### src/rtl/snake_pkg.sv
// snake_pkg: playfield constants, coordinate/length types and collision FSM states
package snake_pkg;
    localparam int GRID_W     = 32;
    localparam int GRID_H     = 24;
    localparam int COORD_BITS = 6;
    localparam int MAX_LEN    = 64;
    localparam int LEN_BITS   = 7;
    typedef logic [COORD_BITS-1:0] coord_t;
    typedef logic [LEN_BITS-1:0] len_t;
    typedef enum logic [2:0] {S_IDLE, S_WALL, S_SCAN, S_FLUSH, S_DONE} cd_state_e;
endpackage

### src/rtl/seg_compare.sv
// seg_compare: holds the latched head position and flags a body segment landing on it
module seg_compare
    import snake_pkg::*;
(
    input  logic                  clk_i,
    input  logic                  rst_i,
    input  logic                  load_i,
    input  logic [COORD_BITS-1:0] head_x_i,
    input  logic [COORD_BITS-1:0] head_y_i,
    input  logic [COORD_BITS-1:0] seg_x_i,
    input  logic [COORD_BITS-1:0] seg_y_i,
    output logic [COORD_BITS-1:0] head_x_o,
    output logic [COORD_BITS-1:0] head_y_o,
    output logic                  match_o
);
    coord_t hx_q, hy_q;
    always_ff @(posedge clk_i)
        if (rst_i) begin
            hx_q <= '0;
            hy_q <= '0;
        end else if (load_i) begin
            hx_q <= head_x_i;
            hy_q <= head_y_i;
        end
    assign head_x_o = hx_q;
    assign head_y_o = hy_q;
    assign match_o  = {seg_x_i, seg_y_i} == {hx_q, hy_q};
endmodule

### src/rtl/collision_detector.sv
// collision_detector: per-tick wall and self-collision check of the snake head.
// Define WALL_WRAP_EN for a wrapping board where the wall check never hits.
module collision_detector
    import snake_pkg::*;
(
    input  logic                  clock,
    input  logic                  reset,
    input  logic                  tick,
    input  logic [COORD_BITS-1:0] headX,
    input  logic [COORD_BITS-1:0] headY,
    input  logic [LEN_BITS-1:0]   snakeLength,
    output logic [LEN_BITS-1:0]   segAddr,
    input  logic [COORD_BITS-1:0] segX,
    input  logic [COORD_BITS-1:0] segY,
    output logic                  busy,
    output logic                  checkDone,
    output logic                  collision
);
    cd_state_e state_q, state_d;
    len_t      len_q, addr_q, addr_d, len_in;
    coord_t    hx, hy;
    logic      busy_q, done_q, coll_q, start, wall_hit, match, hit_set;
    seg_compare u_cmp (
        .clk_i    (clock),
        .rst_i    (reset),
        .load_i   (start),
        .head_x_i (headX),
        .head_y_i (headY),
        .seg_x_i  (segX),
        .seg_y_i  (segY),
        .head_x_o (hx),
        .head_y_o (hy),
        .match_o  (match)
    );
    assign start  = state_q == S_IDLE && tick && !coll_q;
    assign len_in = snakeLength > len_t'(MAX_LEN) ? len_t'(MAX_LEN) : snakeLength;
`ifdef WALL_WRAP_EN
    assign wall_hit = 1'b0;
`else
    assign wall_hit = hx >= coord_t'(GRID_W) || hy >= coord_t'(GRID_H);
`endif
    // segAddr is the address being issued this cycle, so an early hit stops further reads
    always_comb begin
        state_d = state_q;
        addr_d  = addr_q;
        hit_set = 1'b0;
        case (state_q)
            S_IDLE:  state_d = start ? S_WALL : S_IDLE;
            S_WALL: begin
                hit_set = wall_hit;
                if (wall_hit || len_q <= len_t'(1)) state_d = S_DONE;
                else begin
                    addr_d  = len_t'(1);
                    state_d = len_q == len_t'(2) ? S_FLUSH : S_SCAN;
                end
            end
            S_SCAN: begin
                hit_set = match;
                if (match) state_d = S_DONE;
                else begin
                    addr_d  = addr_q + len_t'(1);
                    state_d = addr_d == len_q - len_t'(1) ? S_FLUSH : S_SCAN;
                end
            end
            S_FLUSH: begin
                hit_set = match;
                state_d = S_DONE;
            end
            default: state_d = S_IDLE;
        endcase
    end
    always_ff @(posedge clock)
        if (reset) begin
            state_q <= S_IDLE;
            len_q   <= '0;
            addr_q  <= '0;
            busy_q  <= 1'b0;
            done_q  <= 1'b0;
            coll_q  <= 1'b0;
        end else begin
            state_q <= state_d;
            addr_q  <= addr_d;
            busy_q  <= state_d != S_IDLE;
            done_q  <= state_q == S_DONE;
            coll_q  <= coll_q | hit_set;
            if (start) len_q <= len_in;
        end
    assign segAddr   = addr_d;
    assign busy      = busy_q;
    assign checkDone = done_q;
    assign collision = coll_q;
endmodule

### config.mk
export PLATFORM = sky130hd
export DESIGN_NAME = collision_detector
export DESIGN_NICKNAME = d
export VERILOG_FILES = /design/src/rtl/snake_pkg.sv /design/src/rtl/seg_compare.sv /design/src/rtl/collision_detector.sv
export SDC_FILE = /design/constraint.sdc
export NUM_CORES = 1
export LEC_CHECK = 0
export CELL_PAD_IN_SITES_DETAIL_PLACEMENT = 1
export CELL_PAD_IN_SITES_GLOBAL_PLACEMENT = 2
export CORE_ASPECT_RATIO = 1.2
export CORE_MARGIN = 3
export CORE_UTILIZATION = 29
export CTS_BUF_LIST = sky130_fd_sc_hd__clkbuf_8
export DETAILED_ROUTE_END_ITERATION = 7
export PLACE_DENSITY_LB_ADDON = 0.1
export SLEW_MARGIN = 25
export SYNTH_ARGS = -nofsm -noshare
export SYNTH_HDL_FRONTEND = slang
export SYNTH_SLANG_ARGS = --single-unit
### constraint.sdc
create_clock -name clock -period 2.3 [get_ports clock]
set_input_delay 0.345 -clock clock [delete_from_list [all_inputs] [get_ports clock]]
set_output_delay 0.345 -clock clock [all_outputs]
set_load 0.02 [all_outputs]
* Word-level counts from Yosys, hierarchy flattened
Index checks and enable logic that the tools add are counted.
** Cells by class
- Equal/unequal tests :: 7
- Reductions and logical operators :: 8
- Order comparisons :: 4
- Add/subtract/negate cells :: 2
- Bitwise gates (word level) :: 1
- Multiplexer cells :: 11
** Operators with widths (number)
- $mux W7 :: 3
- $pmux W7 S2 :: 1
- $eq A12 B12 Y1 :: 1
- $pmux W3 S4 :: 1
- $add A7 B1 Y7 const B :: 1
- $eq A7 B2 Y1 const B :: 1
- $eq A7 B7 Y1 :: 1
- $gt A7 B7 Y1 const B :: 1
- $le A7 B1 Y1 const B :: 1
- $sub A7 B1 Y7 const B :: 1
- $eq A3 B2 Y1 const B :: 2
- $ge A6 B5 Y1 const B :: 1
- $ge A6 B6 Y1 const B :: 1
- $mux W3 :: 2
- $eq A3 B1 Y1 const B :: 1
- $eq A3 B3 Y1 const B :: 1
- $logic_not A3 Y1 :: 1
- $mux W1 :: 3
- $reduce_bool A3 Y1 :: 1
- $logic_and A1 B1 Y1 :: 2
- $logic_or A1 B1 Y1 :: 2
- $pmux W1 S2 :: 1
- $reduce_or A2 Y1 :: 1
- $logic_not A1 Y1 :: 1
- $or A1 B1 Y1 :: 1
** Word-level totals
- Input bits :: 34
- Word-level logic and storage cells :: 41
- Register bits after elaboration :: 32
- Output and inout bits :: 10

* Logic depth before layout (Yosys ltp)
- Depth in word-level cells :: 6
- Depth in mapped cells :: 7
- Depth with buffers taken out :: 7

* Modules after synthesis
A second synthesis with hierarchy kept.
** Second synthesis, totals
- Cells, all modules :: 192
- Area, all modules :: 1704.1 um^2
** Modules (own cells, without submodules)
- collision_detector :: instances 1, area an instance 1154.9 um^2, seq. area each 400.4 um^2, cells an instance 138
- seg_compare :: instances 1, area an instance 549.3 um^2, seq. area each 240.2 um^2, cells an instance 54

* Worst setup path before layout
No wires, ideal clock.
- Path kind :: register to output
- Start :: register len_q[2]
- End :: output port segAddr[1]
- Stages on the path, launching flop included :: 5
- Required time :: 1.955 ns
- Buffers on the path :: 0
- Arrival time :: 1.666 ns
- Slack :: 0.289 ns
- Path through :: dfxtp_1 or4_4 o311ai_4 o211ai_1 nand2_1
** On the way
- Cells in the longest elaborated chain, start to end :: 4
** RTL lines
- start, declared :: RTL line collision_detector.sv:20 : len_t len_q, addr_q, addr_d, len_in;
- start signal, assigned :: RTL line collision_detector.sv:86 : if (start) len_q <= len_in;
- $le A7 B1 Y1 :: RTL line collision_detector.sv:51 : if (wall_hit || len_q <= len_t'(1)) state_d = S_DONE;
- $logic_or A1 B1 Y1 :: RTL line collision_detector.sv:51
- $mux W7 :: RTL line collision_detector.sv:51
- $pmux W7 S2 :: RTL line collision_detector.sv:47 : case (state_q)
- end, declared :: RTL line collision_detector.sv:12 : output logic [LEN_BITS-1:0] segAddr,
No other way between the ends.

* Worst setup path after layout
- Start :: register len_q[5]
- End :: output port segAddr[2]
Same word-level chain as after synthesis.

==> flow_metrics.tcl <==
set metrics [dict create \
    core-area_mm2 0.00578 \
    diodes 0 \
    synth_edf_count 0 \
    clkPwrFrac_pct 35.7 \
    seqPwrFrac_pct 37.5 \
    p_comb_share_pct 26.9 \
    min_from "u_cmp.head_y_o[2]" \
    cp_slowest_cell "or4_4" \
    num_rows 30 \
    yosysTopAreaCellShare_pct 36.1 \
    p_leak_nw 1.18 \
    rsz0062_at_grt "yes" \
    finalSetupTns_ns 0 \
    netlist_instances 215 \
    utilization_pct 49.7 \
    hold_end "u_cmp.head_y_o[2]" \
    finClkSkew_ns 0.00536 \
    grt_max_degree 30 \
    slew_violations 0 \
    use_met1_pct 18.5 \
    setup_viol 0 \
    r2r_start "len_q[2]" \
    power.switching_w 0.000484 \
    grt_pass1_vias 1826 \
    cp_top_family "simple AND/OR/NAND/NOR gates" \
    layout.nets 334 \
    peakVddDrop_mv 0.249 \
    cts_buffer_depth 2 \
    fillers 712 \
    root_buffer "clkbuf_8" \
    synth_cell_types 41 \
    vias 1827 \
    crit_path_end_kind "primary output" \
    die_y_um 91.7 \
    grt_overflow 0 \
    routed_wl_mm 5.53 \
    syn_to_final_growth_pct 61.6 \
    worstMarginPinSlew_ns 0.412 \
    p_int_w 0.00121 \
    synth-seq-cells 32 \
    hp-class "reg2reg" \
    grt_busiest_layer "met2" \
    met3_usage_pct 3.54 \
    insertion_delay_ns 0.29 \
    hold_viol_final 0 \
    ant_nets 0 \
    max_cap_viol_count 0 \
    cts_tree "yes" \
    synth_fp_nets 253 \
    crit_chain "or4_4 -> o311ai_4 -> buf_6 -> o211ai_1 -> nand2_1 -> buf_6" \
    crit_path_max_fanout 8 \
    grt_usage_pct 16.4 \
    grt_pass1_wl_mm 9.13 \
    synth_area_mm2 0.00178 \
    status "complete, no violations" \
    netlist_top_cells_count "nand2_1, dfxtp_1, a21oi_1" \
    fin_crit_sh_pct 99.4 \
    instances_no_fill 377 \
    synth-main-ff-cell "dfxtp_1" \
    max_freq_ghz 0.437 \
    arrival_ns 1.94 \
    relSlewSlack_pct 72.5 \
    htreeDepth 2 \
    yosys-top-cells-area "dfxtp_1, nand2_1, a21oi_1" \
    portBuffers 43 \
    gp_congestion 0.791 \
    dp_slack_ns -0.665 \
    grt_antenna_before_repair 0 \
    cpPeakStageDelay_ns 0.56 \
    ctsHoldBuffers 0 \
    drt-initial-drc-count 66 \
    avgSynthCellArea_um2 8.26 \
    ys_seq_area_share_pct 36.1 \
    vias_per_cell 4.85 \
    power_density_mw_per_mm2 589 \
    synth.largest_area_cell "dfxtp_1" \
    drc 0 \
    clock_sinks 32 \
    yosysMostFrequentCell "nand2_1" \
    r2r_slack_ns 0.33 \
    cp-start-kind "flop" \
    cts_made_buffers 5 \
    dp.cells 366 \
    ios 44 \
    cp_common_cell "buf_6" \
    ff2ff_path_depth 6 \
    wl_per_cell_um 14.7 \
    ys_warn_count 0 \
    critPathRequiredTime_ns 1.96 \
    switching_share_pct 28.6 \
    crit_type "reg2out" \
    drt-pass1-iter-count 4 \
    min_period_ns 2.29 \
    die_w_um 77.5 \
    hpwl_mm 4.01 \
    dieArea_mm2 0.00711 \
    layout-drive-gt1-share_pct 29.3 \
    timing.final.ws_setup_ns 0.0127 \
    start_util_pct 30.7 \
    use_met2_pct 30.0 \
    rr_endpoint "state_q[0]" \
    critical_path_buf_inv_count 2 \
    async_reset_ff_share_pct 0 \
    whs_path_depth 2 \
    clkTransAtPathRegs_ns 0.07 \
]
[how the worst max path moves through the flow]
stage,start,endpoint,slack (ns),cells after the start
floorplan,len_q[2],segAddr[1],0.29,4
global placement,segY[2],segAddr[3],-0.68,8
global route,len_q[5],segAddr[2],-0.08,6
CTS,len_q[5],segAddr[3],-0.01,6
detailed placement,segY[2],segAddr[0],-0.66,8
finish,len_q[5],segAddr[2],0.01,6
[tightest hold or removal path: cells and delay by family, from the launching register on]
family,cells,cell delay [ns]
DFF,1,0.34
and+or+nand+nor,1,0.05
AOI/OAI and AO/OA,1,0.05
[placed cells by master, fill, tap and decap left out, types with 2 or more instances in the layout]
| cell type | synthesis | final |
|---|---|---|
| a21boi_0 | 2 | 2 |
| a21oi_1 | 27 | 27 |
| a22oi_1 | 2 | 2 |
| a31o_4 | 0 | 2 |
| a31oi_1 | 2 | 2 |
| and2_1 | 2 | 2 |
| buf_4 | 0 | 38 |
| buf_6 | 0 | 8 |
| clkbuf_8 | 0 | 7 |
| clkdlybuf4s50_1 | 0 | 24 |
| dfxtp_1 | 32 | 25 |
| dfxtp_2 | 0 | 6 |
| dlygate4sd2_1 | 0 | 12 |
| ha_1 | 4 | 4 |
| inv_1 | 4 | 4 |
| nand2_1 | 41 | 41 |
| nand3_1 | 6 | 5 |
| nand3b_1 | 6 | 6 |
| nor2_1 | 7 | 7 |
| nor2b_1 | 3 | 3 |
| nor3_1 | 2 | 2 |
| nor3b_1 | 2 | 2 |
| nor4_4 | 0 | 3 |
| o211ai_1 | 10 | 10 |
| o21ai_0 | 5 | 5 |
| o21ba_2 | 2 | 2 |
| or3_1 | 4 | 3 |
| xnor2_1 | 7 | 7 |
| xnor3_1 | 2 | 2 |
| xor2_1 | 14 | 2 |
| xor2_2 | 0 | 12 |
[through the flow]
stage / total power, W / area [um^2] / hold WS, ns
after floorplan: 0.000849 / 1780 / 0.448
after global placement: 0.00104 / 2550 / 0.458
after detailed placement: 0.00105 / 2550 / 0.462
after CTS: 0.00170 / 2830 / 0.493
after global routing: 0.00178 / 2870 / 0.503
final: 0.00169 / 2870 / 0.480
[routing by layer]
layer	up-vias	wire length (um)	share of wire [%]
met5	-	0	0
met2	35	2940	53
li1	916	-	-
met1	868	2290	41
met4	0	86	1.6
met3	8	213	3.9
[repair_timing]
| item | CTS | global route |
|---|---|---|
| hold endpoints to repair | 0 | 0 |
| resized for setup | 75 | 10 |
| cloned | 1 | 0 |
| pin swaps | 20 | 9 |
| setup buffers | 3 | 3 |
| endpoints found under the setup margin | 7 | 7 |
[power groups by stage]
stage	sequential (W)	combinational, W	clock (W)
after CTS	0.000632	0.000452	0.000618
after global placement	0.000636	0.000407	0
after detailed placement	0.000636	0.000413	0
final	0.000633	0.000454	0.000603
after global routing	0.000639	0.000500	0.000639
after floorplan	0.000640	0.000209	0
[layout make-up]
class,count,area (um^2),area share [%]
clock buffer,7,96.3,3.36
multi-input combinational,171,1260,43.8
tap,80,100,3.49
clock inverter,1,30.0,1.05
sequential,32,652,22.7
inverter,4,15.0,0.523
timing repair buffer,82,721,25.1
[registers in the layout (all words and copies together), names as in the netlist]
signal / count
checkDone: 1
addr_q: 7
collision: 1
state_q: 3
busy: 1
u_cmp.head_y_o: 6
len_q: 7
u_cmp.head_x_o: 6
[logic make-up after synthesis]
group / after synthesis / share of synthesized area [%]
fa+ha+maj: 4 / 2.82
simple gates: 87 / 24.9
compound gates: 56 / 20.6
buf+inv: 13 / 2.82
flops: 32 / 36.1
xor+xnor: 23 / 12.9
No activity file was read; power rests on OpenSTA's default activity.
